$ cat src/rtl/sh2_bus_pkg.sv
// sh2_bus_pkg: shared state, size codes and area decode for the SH-2 bus master
package sh2_bus_pkg;
  typedef enum logic [1:0] {IDLE, T1, TW, T2} state_e;
  localparam logic [1:0] SZ_BYTE = 2'b00;
  localparam logic [1:0] SZ_WORD = 2'b01;
  localparam logic [1:0] SZ_LONG = 2'b10;
  function automatic logic [3:0] cs_onehot(input logic [1:0] area);
    return 4'b0001 << area;
  endfunction
endpackage

$ cat src/rtl/sh2_bus_master.sv
// sh2_bus_master: SH-2 16-bit bus cycle generator; define SH2_BUS_WAITIN_EN to let WAIT_N stretch cycles
module sh2_bus_master
  import sh2_bus_pkg::*;
#(
  parameter logic [1:0] W0 = 2'd0,
  parameter logic [1:0] W1 = 2'd0,
  parameter logic [1:0] W2 = 2'd1,
  parameter logic [1:0] W3 = 2'd2
) (
  input  logic        CLK,
  input  logic        RST_N,
  input  logic        CE_R,
  input  logic        REQ,
  input  logic [26:0] ADDR,
  input  logic        WR,
  input  logic [1:0]  SZ,
  input  logic [31:0] DI,
  output logic [31:0] DO,
  output logic        ACK,
  output logic        BUSY,
  output logic [24:1] A,
  output logic [15:0] D_O,
  input  logic [15:0] D_I,
  output logic        BS_N,
  output logic        CS0_N,
  output logic        CS1_N,
  output logic        CS2_N,
  output logic        CS3_N,
  output logic        RD_WR_N,
  output logic        RD_N,
  output logic [1:0]  WE_N,
  input  logic        WAIT_N
);
  state_e      state_q, state_d;
  logic [1:0]  cnt_q, cnt_d, sz_q, sz_d, wn, area;
  logic        half_q, half_d, wr_q, wr_d, ack_q, ack_d, stretch;
  logic [26:0] addr_q, addr_d;
  logic [31:0] di_q, di_d, do_q, do_d;
  logic [24:1] a_q, a_d;
  logic [15:0] d_o_q, d_o_d;
  logic [3:0]  cs_n_q, cs_n_d;
  logic        bs_n_q, bs_n_d, rd_n_q, rd_n_d, rd_wr_n_q, rd_wr_n_d;
  logic [1:0]  we_n_q, we_n_d, lane;
  logic        active, is_long;

`ifdef SH2_BUS_WAITIN_EN
  assign stretch = ~WAIT_N;
`else
  logic unused_wait_n;
  assign unused_wait_n = WAIT_N;
  assign stretch = 1'b0;
`endif

  assign area = (state_q == IDLE) ? ADDR[26:25] : addr_q[26:25];
  assign wn = area[1] ? (area[0] ? W3 : W2) : (area[0] ? W1 : W0);

  // Next-state, request latch, wait counter, read capture and completion pulse
  always_comb begin
    state_d = state_q;
    cnt_d = cnt_q;
    half_d = half_q;
    addr_d = addr_q;
    wr_d = wr_q;
    sz_d = sz_q;
    di_d = di_q;
    do_d = do_q;
    ack_d = 1'b0;
    if (CE_R) begin
      case (state_q)
        IDLE: if (REQ && !ack_q) begin
          state_d = T1;
          addr_d = ADDR;
          wr_d = WR;
          sz_d = SZ;
          di_d = DI;
          cnt_d = wn;
          half_d = 1'b0;
        end
        T1: state_d = (cnt_q != 2'd0 || stretch) ? TW : T2;
        TW: begin
          cnt_d = (cnt_q > 2'd1) ? cnt_q - 2'd1 : 2'd0;
          state_d = (cnt_q > 2'd1 || stretch) ? TW : T2;
        end
        T2: begin
          if (!wr_q)
            do_d = sz_q == SZ_BYTE ? {24'h0, addr_q[0] ? D_I[7:0] : D_I[15:8]} :
                   sz_q == SZ_WORD ? {16'h0, D_I} :
                   half_q ? {do_q[31:16], D_I} : {D_I, 16'h0};
          if (sz_q >= SZ_LONG && !half_q) begin
            state_d = T1;
            half_d = 1'b1;
            cnt_d = wn;
          end else begin
            state_d = IDLE;
            ack_d = 1'b1;
          end
        end
      endcase
    end
  end

  // Bus pin values for the state being entered, so the pins come straight from flops
  always_comb begin
    active = state_d != IDLE;
    is_long = sz_d >= SZ_LONG;
    lane = sz_d == SZ_BYTE ? (addr_d[0] ? 2'b10 : 2'b01) : 2'b00;
    a_d = active ? (is_long ? {addr_d[24:2], half_d} : addr_d[24:1]) : a_q;
    d_o_d = (active && wr_d) ? (sz_d == SZ_BYTE ? {2{di_d[7:0]}} :
                                (is_long && !half_d) ? di_d[31:16] : di_d[15:0]) : d_o_q;
    cs_n_d = active ? ~cs_onehot(addr_d[26:25]) : 4'hf;
    bs_n_d = state_d != T1;
    rd_wr_n_d = !active || !wr_d;
    rd_n_d = !active || wr_d;
    we_n_d = (wr_d && (state_d == TW || state_d == T2)) ? lane : 2'b11;
  end

  // State and bus registers advance on CE_R; ACK and DO update every clock so ACK is one CLK wide
  always_ff @(posedge CLK) begin
    if (!RST_N) begin
      state_q <= IDLE;
      cnt_q <= 2'd0;
      half_q <= 1'b0;
      addr_q <= '0;
      wr_q <= 1'b0;
      sz_q <= 2'd0;
      di_q <= '0;
      do_q <= '0;
      ack_q <= 1'b0;
      a_q <= '0;
      d_o_q <= '0;
      cs_n_q <= 4'hf;
      bs_n_q <= 1'b1;
      rd_n_q <= 1'b1;
      rd_wr_n_q <= 1'b1;
      we_n_q <= 2'b11;
    end else begin
      ack_q <= ack_d;
      do_q <= do_d;
      if (CE_R) begin
        state_q <= state_d;
        cnt_q <= cnt_d;
        half_q <= half_d;
        addr_q <= addr_d;
        wr_q <= wr_d;
        sz_q <= sz_d;
        di_q <= di_d;
        a_q <= a_d;
        d_o_q <= d_o_d;
        cs_n_q <= cs_n_d;
        bs_n_q <= bs_n_d;
        rd_n_q <= rd_n_d;
        rd_wr_n_q <= rd_wr_n_d;
        we_n_q <= we_n_d;
      end
    end
  end

  assign DO = do_q;
  assign ACK = ack_q;
  assign BUSY = state_q != IDLE;
  assign A = a_q;
  assign D_O = d_o_q;
  assign BS_N = bs_n_q;
  assign {CS3_N, CS2_N, CS1_N, CS0_N} = cs_n_q;
  assign RD_WR_N = rd_wr_n_q;
  assign RD_N = rd_n_q;
  assign WE_N = we_n_q;
endmodule

$ cat config.mk
export PLATFORM = sky130hd
export DESIGN_NAME = sh2_bus_master
export DESIGN_NICKNAME = d
export VERILOG_FILES = /design/src/rtl/sh2_bus_pkg.sv /design/src/rtl/sh2_bus_master.sv
export SDC_FILE = /design/constraint.sdc
export NUM_CORES = 1
export LEC_CHECK = 0
export ABC_CLOCK_PERIOD_IN_PS = 4800
export BUFFER_PORTS_ARGS = -buffer_cell sky130_fd_sc_hd__buf_2
export CAP_MARGIN = 25
export CORE_UTILIZATION = 50
export CTS_CLUSTER_DIAMETER = 120
export DETAILED_ROUTE_END_ITERATION = 16
export GPL_ROUTABILITY_DRIVEN = 0
export PLACE_DENSITY = 0.76
export SETUP_SLACK_MARGIN = 0.02
export SLEW_MARGIN = 20
export SYNTH_ARGS = -nofsm -noshare
export SYNTH_HDL_FRONTEND = slang
export SYNTH_SLANG_ARGS = --single-unit
$ cat constraint.sdc
create_clock -name CLK -period 4.8 [get_ports CLK]
set_input_delay 0.48 -clock CLK [delete_from_list [all_inputs] [get_ports CLK]]
set_output_delay 0.48 -clock CLK [all_outputs]
set_load 0.02 [all_outputs]
-- Yosys cells after proc, flatten, opt, wreduce, memory -nomap -nowiden
Index checks and enable logic that the tools add are counted.
- bits of input ports: 83
- word-level logic and storage cells: 100
- register bits after elaboration: 149
- memories kept: 0
- memory bits (read-only): 0
- output and inout bits: 83
- bits in latches: 0
- bits in writable memories: 0
- bitwise operators: 2
- equal/unequal tests: 10
- $mul: 0
- mux-type cells: 40
- $add $sub $neg: 1
- reduce and logical (&&, ||, !) cells: 26
- shift operators: 1
- $lt $le $gt $ge: 3
- divide/modulo/power cells: 0
- operators with widths (cell ; count):
    $mux W32 ; 5
    $mux W27 ; 3
    $mux W16 ; 2
    $mux W2 ; 14
    $mux W1 ; 11
    $eq A2 B2 Y1 const B ; 4
    $mux W8 ; 1
    $pmux W2 S4 ; 1
    $reduce_and A4 Y1 ; 2
    $logic_not A2 Y1 ; 3
    $pmux W2 S3 ; 1
    $reduce_and A3 Y1 ; 2
    $reduce_bool A2 Y1 ; 3
    $logic_and A1 B1 Y1 ; 5
    $logic_not A1 Y1 ; 5
    $eq A2 B1 Y1 const B ; 2
    $ge A2 B2 Y1 const B ; 2
    $mux W4 ; 1
    $ne A2 B1 Y1 const B ; 2
    $not A4 Y4 ; 1
    $reduce_and A2 Y1 ; 2
    $shl A1 B2 Y4 const A ; 1
    $logic_or A1 B1 Y1 ; 3
    $ne A3 B1 Y1 const B ; 1
    6 further kinds ; 6

-- Depth between registers and ports, before layout
Gate-level depths: netlist of the first run.
- depth after elaboration: 9
- gate-level depth with buffers: 10
- gate-level depth less buffers: 7

-- Least setup slack after synthesis of the first run
Ideal clock, no wire load.
- path kind: register to register
- from: register state_q[0]
- to: register d_o_q[0] (netlist: D_O[0])
- clock period less this slack: 2.380 ns
- arrival: 2.263 ns
- path slack: 2.420 ns
- buffers on the path: 1
- stages on the path, launching flop included: 9
- cell sequence: dfxtp_1 inv_1 ha_1 inv_2 a41oi_1 o21a_4 buf_6 mux4_2 o2bb2ai_1
- cells in the longest elaborated chain, start to end: 7
- RTL lines (item ; line ; RTL):
    start, declared ; sh2_bus_master.sv:34 ; state_e state_q, state_d;
    start signal, assigned ; sh2_bus_master.sv:140 ; state_q <= state_d;
    $logic_not A2 Y1 / $eq A2 B2 Y1 (equally long branches) ; sh2_bus_master.sv:69 ; case (state_q)
    $mux W2 / $pmux W1 S2 (equally long branches) ; sh2_bus_master.sv:69 ;
    $mux W2 / $mux W1 (equally long branches) ; sh2_bus_master.sv:68 ; if (CE_R) begin
    $ge A2 B2 Y1 / $logic_not A1 Y1 (equally long branches) ; sh2_bus_master.sv:105, sh2_bus_master.sv:109 ;
    $logic_and A1 B1 Y1 ; sh2_bus_master.sv:109 ; (is_long && !half_d) ? di_d[31:16] : di_d[15:0]) : d_o_q;
    $mux W16 ; sh2_bus_master.sv:109 ;
    $mux W16 ; sh2_bus_master.sv:108 ; d_o_d = (active && wr_d) ? (sz_d == SZ_BYTE ? {2{di_d[7:0]}} :
    end signal, assigned ; sh2_bus_master.sv:148 ; d_o_q <= d_o_d;
    end, declared ; sh2_bus_master.sv:40 ; logic [15:0] d_o_q, d_o_d;
Several ways; a longest one is shown, not always the timed one.
A chain may end at the register's enable or synchronous reset.

-- Worst setup path in the final report of the first run
Same ends and word-level chain as after synthesis.

==> results of run 1 <==
[final cells by class]
class / count / area [sq um] / share of cell area [%]
Timing Repair Buffer: 177 / 915.9 / 11.37
Clock buffer: 17 / 425.4 / 5.282
Multi-Input combinational cell: 513 / 3237 / 40.19
Clock inverter: 14 / 138.9 / 1.724
Antenna cell: 1 / 2.502 / 0.03107
Tap cell: 172 / 215.2 / 2.672
Inverter: 36 / 136.4 / 1.693
Sequential cell: 149 / 2983 / 37.04
[metal layers]
| metal | routed length [microns] | vias up | track usage [%] |
|---|---|---|---|
| li1 | - | 2975 | - |
| met1 | 7941 | 2839 | 35.89 |
| met2 | 8322 | 193 | 44.02 |
| met3 | 1033 | 17 | 6.231 |
| met4 | 253 | 0 | 7.764 |
| met5 | 0 | - | 0 |
[registers in the layout (all words and copies together) (netlist names)]
name and count:
BS_N 1, A 24, addr_q 27, DO 32, di_q 32, RD_N 1, WE_N 2, half_q 1
cnt_q 2, ACK 1, D_O 16, RD_WR_N 1, wr_q 1, cs_n_q 4, sz_q 2, state_q 2
[synth_stat cells, drive strengths merged (8+ instances only)]
cell / number / area (sq um)
nor3: 10 / 55.05
a211oi: 39 / 292.8
o2bb2ai: 8 / 70.07
buf: 26 / 128.9
clkbuf: 32 / 120.1
a21oi: 74 / 370.4
o2111a: 22 / 247.7
mux2: 11 / 131.4
nor2: 52 / 195.2
nand2: 157 / 589.3
mux4: 13 / 292.8
a22oi: 24 / 180.2
mux2i: 11 / 110.1
inv: 36 / 135.1
o22ai: 8 / 50.05
dfxtp: 149 / 2983
o21ai: 23 / 115.1
[worst register-to-register path, stage by stage (launching register included)]
cell and delay [ns]:
dfxtp_1 0.38, inv_1 0.11, ha_1 0.43, nand4b_4 0.50, buf_4 0.47, mux2_4 0.30, o21a_4 0.27, mux4_2 0.54
o2bb2ai_1 0.13
[path summary, 6_finish.rpt]
| kind | end | from | slack [ns] | depth (start not counted) |
|---|---|---|---|---|
| min reg2reg | A[10] | A[10] | 0.45 | 2 |
| max reg2reg | D_O[0] | state_q[0] | 1.52 | 8 |
| max | D_O[0] | state_q[0] | 1.52 | 8 |
| min | di_q[24] | DI[24] | 0.30 | 3 |
[logic make-up after synthesis]
group	share of synthesized area, %
and+or+nand+nor	15.75
AOI/OAI and AO/OA	24.33
buffers and inverters	5.825
adders and majority gates	0.7590
DFF	45.24
muxes	8.103
[layout by cell type, fill, tap and decap left out, types with 4 or more instances in the layout]
cell / synthesis / final
ha_1: 4 / 4
nor3_1: 9 / 9
mux2i_1: 11 / 11
o21ai_0: 22 / 22
mux4_2: 13 / 13
nand3_1: 6 / 6
o2111a_1: 22 / 22
dfxtp_1: 149 / 149
a21oi_1: 74 / 74
buf_4: 3 / 12
buf_2: 10 / 164
a311oi_1: 5 / 5
clkbuf_16: 0 / 17
o22ai_1: 8 / 8
a211oi_1: 39 / 39
and2_1: 6 / 6
mux2_2: 9 / 9
o2bb2ai_1: 8 / 8
clkinvlp_4: 0 / 6
a22oi_1: 24 / 24
clkinv_2: 0 / 6
a2bb2oi_1: 5 / 5
a32oi_1: 4 / 4
nor2_1: 52 / 52
nand2_1: 157 / 157
inv_1: 34 / 33
[through the flow]
step | total power [mW] | cells | util [%] | setup WS (ns)
floorplan | 1.754 | 756 | - | 2.420
global placement | 1.922 | 1045 | 58.75 | 1.529
detailed placement | 1.929 | 1046 | 58.81 | 1.491
CTS | 3.191 | 1077 | 63.25 | 1.488
global route | 3.322 | 1078 | 63.29 | 1.269
finish | 3.179 | 1079 | 63.31 | 1.517
[report_power, final]
group	internal, mW	switching [mW]	leakage, nW
registers	1.31	0.0403	1.21
logic	0.210	0.349	1.79
clock network	0.755	0.516	0.262
==> qor.yml, run 1 <==
global_routing:
  grt_pass1_wl_mm: 28.26
  antenna_found_initial: 1
  grt_pass1_vias: 5603
  overflow: 0
  grt_max_degree: 82
  track_usage_pct: 26.98
floorplan:
  die_w_microns: 116.8
  dieHeight_microns: 116.8
  rows: 41
  io_pins: 166
  initial_core_util_pct: 51.83
  die_area_sq_mm: 0.01365
  coreArea_sq_mm: 0.01272
worst_setup_path:
  cp_slowest_cell: "mux4_2"
  cp_max_fo: 38
  cp_cell_sequence: "inv_1 -> ha_1 -> nand4b_4 -> buf_4 -> mux2_4 -> o21a_4 -> mux4_2 -> o2bb2ai_1"
  cpLargestDelayFamily: "multiplexers"
  max_stage_delay_ns: 0.53
  startpoint_type: "register"
  arrival_ns: 3.57
  crit_type: "register to register"
  critPathRequiredTime_ns: 5.08
  critPathCaptureType: "register"
  worst-path-buf-inv: 2
cts:
  cts.path.max_buffers: 2
  cts.reportedPaths.clkPinSlew_ns: 0.06
  htree_levels: 4
  root_buffer: "clkbuf_16"
  numCtsBuffers: 17
  cts.sinks: 149
  cts_hold_buf: 0
  cts_tree: "yes"
  clock_latency_ns: 0.42
  cts_resized: 0
  postCtsSetupRepairBufs: 0
hold_path:
  hold_class: "input port to register"
sta:
  fin_skew_ns: 0.008724
  hold_viol_final: 0
  report.final.setup_viol: 0
  maxSlewHeadroom_pct: 38.90
  fmax_mhz: 304.6
  tns_ns: 0
  finalCritPeriodShare_pct: 68.39
  fin_crit_ns: 3.283
  rsz0062_at_grt: "false"
  worstMarginPinSlew_ns: 0.9166
  whs_ns: 0.3033
  slew_violations: 0
place:
  io_buffers: 164
  hpwl_mm: 11.81
  place_area_sq_mm: 0.007482
job:
  drv_cap: 0
route:
  via_per_inst: 5.583
  via_count: 6024
  antenna_left: 0
  wl_per_cell_microns: 16.26
  post-route-drc-count: 0
  drt_iter0_drc: 478
  dr.pass1.iters: 7
  drt_wl_total_mm: 17.55
outcome:
  outcome: "finished, final reports clean"
pwr:
  powerDensity_mw_per_mm2: 394.7
  p_leak_nw: 3.270
  irDropWorstVdd_v: 0.0002719
cells_and_area:
  layout.nets: 981
  design_area_sq_mm: 0.008054
  layout-drive-gt1-share_pct: 26.93
  n_fill_cell: 1180
  syn2layout_area_growth_pct: 22.14
yosys:
  synth_ff_type: "dfxtp_1"
  netlist_area_sq_mm: 0.006594
  synth_edf_count: 0
  synthArstFlopShare_pct: 0
  yosysWarnings: 0
  seq_area_frac_synth_pct: 45.24
  synth.avg_cell_area_sq_um: 8.722
  netlist_instances: 756
  synth-seq-cells: 149
  yosysUniqueCellTypes: 53
  synth_nets: 843
Power figures use the tool's default switching activity.
==> run 2, diff against run 1 <==
--- a/config.mk
+++ b/config.mk
@@ -5,7 +5,7 @@
 export SDC_FILE = /design/constraint.sdc
 export NUM_CORES = 1
 export LEC_CHECK = 0
-export ABC_CLOCK_PERIOD_IN_PS = 4800
+export ABC_CLOCK_PERIOD_IN_PS = 3100
 export BUFFER_PORTS_ARGS = -buffer_cell sky130_fd_sc_hd__buf_2
 export CAP_MARGIN = 25
 export CORE_UTILIZATION = 50
==> constraint.sdc (replaced) <==
create_clock -name CLK -period 3.1 [get_ports CLK]
set_input_delay 0.31 -clock CLK [delete_from_list [all_inputs] [get_ports CLK]]
set_output_delay 0.31 -clock CLK [all_outputs]
set_load 0.02 [all_outputs]
==> run 2 against run 1 <==
Net effect: flip-flop and latch count unchanged; routed wire length up 2.3%; sequential power up 55%; register-to-register slack worse by 1.2 ns; count of clock-buffer cells in the layout up 6; non-clock buffer count up 8; combinational power up 58%; utilization up 1.2 points; sequential share of layout area down 0.68 points; global-route usage up 0.57 points; worst setup slack worse by 1.2 ns.
==> qor.yml, run 2 (same netlist as run 1, synthesis figures left out) <==
global_routing:
  antenna_found_initial: 0  # -1
  track_usage_pct: 27.55  # +0.57 points
  grt_pass1_vias: 5918  # +5.6%
  grt_max_degree: 75  # -8.5%
  overflow: 0  # unchanged
  grt_pass1_wl_mm: 28.79  # +1.9%
cts:
  root_buffer: "clkbuf_16"
  cts_resized: 0  # unchanged
  numCtsBuffers: 17  # unchanged
  clock_latency_ns: 0.43  # about the same
  cts.reportedPaths.clkPinSlew_ns: 0.06  # about the same
  cts.path.max_buffers: 2  # unchanged
  htree_levels: 4  # unchanged
  postCtsSetupRepairBufs: 0  # unchanged
  cts_tree: "yes"
  cts.sinks: 149  # unchanged
  cts_hold_buf: 0  # unchanged
cells_and_area:
  layout-drive-gt1-share_pct: 27.43  # +0.50 points
  antenna_cells: 0  # -1
  stdcell_count: 1087  # +0.74%
  layout.nets: 989  # +0.82%
  layout_commonest_cell: "buf_2"
  final_cell_mix: "buf_2 (164), nand2_1 (157), dfxtp_1 (149)"
  syn2layout_area_growth_pct: 24.44
  n_fill_cell: 1139  # -3.5%
sta:
  finalCritPeriodShare_pct: 89.10  # +21 points
  worstMarginPinSlew_ns: 0.8040  # -0.1125 ns
  fin_skew_ns: 0.007636  # -0.001089 ns
  slew_violations: 0  # unchanged
  fin_crit_ns: 2.762  # -0.5204 ns
  report.final.setup_viol: 0  # unchanged
  hold_viol_final: 0  # unchanged
  fmax_mhz: 362.0  # +19%
  rsz0062_at_grt: "false"
  tns_ns: 0  # unchanged
  maxSlewHeadroom_pct: 46.40  # +7.5 points
outcome:
  outcome: "finished, final reports clean"
pwr:
  irDropWorstVdd_v: 0.0003918  # +44%
  p_leak_nw: 3.366  # +2.9%
  powerDensity_mw_per_mm2: 638.9  # +62%
hold_path:
  worstHoldPathCells: 3  # unchanged
  hold_class: "input port to register"
floorplan:
  die_w_microns: 116.8  # unchanged
  die_area_sq_mm: 0.01365  # unchanged
  initial_core_util_pct: 51.83  # unchanged
  coreArea_sq_mm: 0.01272  # unchanged
  io_pins: 166  # unchanged
  dieHeight_microns: 116.8  # unchanged
  rows: 41  # unchanged
place:
  io_buffers: 164  # unchanged
  hpwl_mm: 12.14  # +2.8%
  dp_cells: 1055  # +0.86%
route:
  antenna_left: 0  # unchanged
  wl_per_cell_microns: 16.52  # +1.5%
  drt_iter0_drc: 481  # +0.63%
  via_per_inst: 5.644  # +1.1%
  dr.pass1.iters: 5  # -2
  post-route-drc-count: 0  # unchanged
  drt_wl_total_mm: 17.95  # +2.3%
  via_count: 6135  # +1.8%
worst_setup_path:
  crit_type: "register to register"
  startpoint_type: "register"
  critPathCaptureType: "register"
  cp_max_fo: 11  # -71%
  critPathRequiredTime_ns: 3.42  # -1.66 ns
  ff2ff_path_depth: 7  # -1
  arrival_ns: 3.08  # -0.49 ns
job:
  drv_cap: 0  # unchanged
## run 2: cell count changes in the layout (fill, tap and decap cells not counted), sizes merged
cell	before	now
clkbuf	18	23
buf	176	185
diode	1	0
clkinv	7	4
bufinv	2	5
clkinvlp	6	1
## run 2: through the flow
stage	setup slack (ns)	area (sq um)	total power, mW	utilization [%]	hold WS [ns]
final	0.3378	8205	5.243	64.50	0.1263
after global placement	0.4220	7550	2.987	59.34	0.4363
after CTS	0.3109	8200	5.256	64.46	0.1176
after floorplan	0.7195	6594	2.716	-	0.4333
after detailed placement	0.3404	7550	2.999	59.34	0.4358
after global routing	0.09823	8205	5.430	64.50	0.1352
## run 2: cell type report
| type | instances | area [sq um] | share of cell area (%) |
|---|---|---|---|
| clock inverter | 9 | 172.7 | 2.104 |
| sequential | 149 | 2983 | 36.35 |
| timing repair buffer | 185 | 978.4 | 11.92 |
| tap | 172 | 215.2 | 2.623 |
| multi-input combinational | 513 | 3242 | 39.51 |
| clock buffer | 23 | 478.0 | 5.825 |
| inverter | 36 | 136.4 | 1.662 |
## run 2: final timing paths
path	from	endpoint	slack, ns
setup / recovery	state_q[0]	D_O[5]	0.34
hold / removal	DI[23]	di_q[23]	0.13
setup reg to reg	state_q[0]	D_O[5]	0.34
hold reg to reg	A[8]	A[8]	0.45
## run 2: metal layers
metal | GRT usage (%) | routed length [microns] | vias to the layer above | share of wire (%)
met4 | 13.16 | 450 | 0 | 2.5
met2 | 45.76 | 8601 | 230 | 48
met3 | 6.025 | 1260 | 34 | 7.0
li1 | - | - | 2991 | -
met1 | 34.13 | 7639 | 2880 | 43
met5 | 0 | 0 | - | 0
## run 2: worst max-delay path, cell delays in order, from the launching register on
cell,delay (ns)
dfxtp_1,0.47
inv_1,0.11
ha_1,0.52
inv_2,0.17
a41oi_1,0.36
o21a_4,0.32
mux4_2,0.56
o2bb2ai_1,0.14
## run 2: power by group
| part | switching (mW) | internal (mW) |
|---|---|---|
| Clock | 0.784 | 1.49 |
| Combinational | 0.551 | 0.335 |
| Sequential | 0.0602 | 2.03 |
==> run 3, diff against run 2 <==
--- a/config.mk
+++ b/config.mk
@@ -5,10 +5,10 @@
 export SDC_FILE = /design/constraint.sdc
 export NUM_CORES = 1
 export LEC_CHECK = 0
-export ABC_CLOCK_PERIOD_IN_PS = 3100
+export ABC_CLOCK_PERIOD_IN_PS = 2400
 export BUFFER_PORTS_ARGS = -buffer_cell sky130_fd_sc_hd__buf_2
 export CAP_MARGIN = 25
-export CORE_UTILIZATION = 50
+export CORE_UTILIZATION = 48
 export CTS_CLUSTER_DIAMETER = 120
 export DETAILED_ROUTE_END_ITERATION = 16
 export GPL_ROUTABILITY_DRIVEN = 0
==> constraint.sdc (replaced) <==
create_clock -name CLK -period 2.4 [get_ports CLK]
set_input_delay 0.24 -clock CLK [delete_from_list [all_inputs] [get_ports CLK]]
set_output_delay 0.24 -clock CLK [all_outputs]
set_load 0.02 [all_outputs]
==> run 3 against run 2 <==
Net effect: fmax increased by 19%; critical endpoint unchanged; routed wire length is 2.0% higher; worst setup slack got worse by 0.25 ns; largest cell class unchanged; cell count grew 2.0%; first-iteration DRC count is 10% higher; global-route usage down 1.6 points; final area grew 2.6%; flip-flop and latch count unchanged; clock skew is essentially flat.
==> qor.yml, run 3 (same netlist as run 1, synthesis figures left out) <==
worst_setup_path:
  cp_max_fo: 6  # -5
  critPathRequiredTime_ns: 2.71  # -0.71 ns
  cp_cell_sequence: "inv_1 -> ha_4 -> buf_4 -> a2111oi_4 -> o21a_4 -> mux4_2 -> o2bb2ai_1"
  cp_slowest_cell: "mux4_2"
  worstSetupPathDepth: 7  # unchanged
  cp-endpoint: "D_O[5]"
  r2r_start: "state_q[1]"
  crit_start: "state_q[1]"
  arrival_ns: 2.63  # -0.45 ns
  max_stage_delay_ns: 0.54  # -0.02 ns
  reg2reg_slack_ns: 0.08  # -0.25 ns
  startpoint_type: "register"
  worst-path-buf-inv: 2  # unchanged
  critPathCaptureType: "register"
  regToRegEndpoint: "D_O[5]"
  cpLargestDelayFamily: "compound AO/OA/AOI/OAI gates"
  ff2ff_path_depth: 7  # unchanged
  crit_type: "register to register"
cts:
  numCtsBuffers: 17  # unchanged
  cts_hold_buf: 0  # unchanged
  root_buffer: "clkbuf_16"
  cts_tree: "yes"
  cts.reportedPaths.clkPinSlew_ns: 0.06  # about the same
  htree_levels: 4  # unchanged
  clock_latency_ns: 0.42  # about the same
  cts.path.max_buffers: 2  # unchanged
  cts.sinks: 149  # unchanged
global_routing:
  grt_util_met1_pct: 32.54  # -1.6 points
  grt_max_degree: 74  # -1.3%
  antenna_found_initial: 0  # unchanged
  overflow: 0  # unchanged
  use_met3_pct: 5.603  # -0.42 points
  grt_pass1_vias: 5875  # -0.73%
  grtUsageMet2_pct: 43.42  # -2.3 points
  grt-busiest-layer: "met2"
  track_usage_pct: 25.99  # -1.6 points
  grt_pass1_wl_mm: 29.15  # +1.2%
sta:
  slew_violations: 0  # unchanged
  worstMarginPinSlew_ns: 0.8055  # +0.001436 ns
  maxSlewHeadroom_pct: 46.30  # -0.096 points
  fin_skew_ns: 0.007548  # -0.00008740 ns
  fmax_mhz: 431.6  # +19%
  whs_ns: 0.06824  # -0.05804 ns
  fin_crit_ns: 2.317  # -0.4451 ns
  setup_ws_ns: 0.08286  # -0.2549 ns
  finalCritPeriodShare_pct: 96.55  # +7.4 points
  report.final.setup_viol: 0  # unchanged
  hold_viol_final: 0  # unchanged
route:
  via_count: 6236  # +1.6%
  post-route-drc-count: 0  # unchanged
  drt_iter0_drc: 530  # +10%
  dr.pass1.iters: 5  # unchanged
  antenna_left: 0  # unchanged
  drt_wl_total_mm: 18.31  # +2.0%
  wl_per_cell_microns: 16.51  # about the same
  via_per_inst: 5.623  # -0.37%
pwr:
  clkPwrFrac_pct: 42.8  # -0.5 points
  sequentialPowerShare_pct: 39.2  # -0.6 points
  powerDensity_mw_per_mm2: 814.7  # +28%
  swShare_pct: 26.98  # +0.37 points
  p_leak_nw: 3.463  # +2.9%
  power.switching_mw: 1.850  # +33%
  power_mw: 6.857  # +31%
  internal_power_mw: 5.007  # +30%
  p_comb_share_pct: 18.0  # +1.1 points
  irDropWorstVdd_v: 0.0005249  # +34%
cells_and_area:
  utilization_pct: 63.31  # -1.2 points
  layout_commonest_cell: "buf_2"
  syn2layout_area_growth_pct: 27.65
  antenna_cells: 0  # unchanged
  final_cell_mix: "buf_2 (164), nand2_1 (157), dfxtp_1 (149)"
  layout.nets: 1007  # +1.8%
  layout-drive-gt1-share_pct: 29.58  # +2.2 points
hold_path:
  hold_class: "input port to register"
  min_from: "DI[23]"
place:
  hpwl_mm: 12.53  # +3.2%
  io_buffers: 164  # unchanged
  post-place-ws_ns: -0.06097  # -0.4014 ns
floorplan:
  coreArea_sq_mm: 0.01330  # +4.5%
  dieHeight_microns: 119.2  # +2.0%
  die_area_sq_mm: 0.01421  # +4.1%
  initial_core_util_pct: 49.60  # -2.2 points
  io_pins: 166  # unchanged
  die_w_microns: 119.2  # +2.0%
  rows: 42  # +2.4%
outcome:
  outcome: "finished, final reports clean"
job:
  drv_cap: 0  # unchanged
==> run 3: layout make-up <==
class	count	area, sq um
fill	1149	4878
multi-input combinational	514	3283
sequential	149	2983
timing repair buffer	202	1139
clock buffer	19	452.9
tap	176	220.2
clock inverter	13	202.7
inverter	36	136.4
==> run 3: per-stage QoR <==
step	setup TNS [ns]	cells	area (sq um)
after global placement	-0.2912	1073	7692
after detailed placement	-0.3854	1074	7707
final	0	1109	8417
after floorplan	0	756	6601
after CTS	0	1106	8369
after global routing	-0.01270	1109	8417
==> run 3: per-layer routing <==
layer  up-vias  routed length [microns]
met3        24                     1149
met2       241                     8894
met1      2937                     7955
li1       3034                        -
met5         -                        0
met4         0                      313
==> run 3: worst register-to-register path, cell delays in order, from the launching register on <==
cell	delay, ns
dfxtp_1	0.33
inv_1	0.09
ha_4	0.20
buf_4	0.14
a2111oi_4	0.48
o21a_4	0.29
mux4_2	0.54
o2bb2ai_1	0.14
==> run 3: worst min-delay path by stage <==
| stage | to | slack (ns) | cells past startpoint |
|---|---|---|---|
| 2_1_floorplan | di_q[16] | 0.38 | 2 |
| 3_3_place_gp | A[10] | 0.44 | 2 |
| 3_5_place_dp | A[5] | 0.44 | 2 |
| 4_1_cts | di_q[17] | 0.06 | 3 |
| 5_1_grt | di_q[30] | 0.07 | 3 |
| 6_report | di_q[23] | 0.07 | 3 |
==> run 3: power by group through the flow <==
| stage | Clock [mW] | Combinational, mW | Sequential [mW] |
|---|---|---|---|
| 2_1_floorplan | 0 | 0.684 | 2.83 |
| 3_3_place_gp | 0 | 1.17 | 2.74 |
| 3_5_place_dp | 0 | 1.19 | 2.74 |
| 4_1_cts | 2.96 | 1.20 | 2.69 |
| 5_1_grt | 3.08 | 1.34 | 2.70 |
| 6_report | 2.93 | 1.24 | 2.69 |
==> run 3: what timing repair did <==
| item | in CTS | in global routing |
|---|---|---|
| gates resized for setup | 2 | 5 |
| pin swaps | 0 | 2 |
| setup endpoints to repair | 9 | 24 |
| hold endpoints to repair | 0 | 0 |
| cloned | 0 | 1 |
| buffers inserted | 0 | 2 |
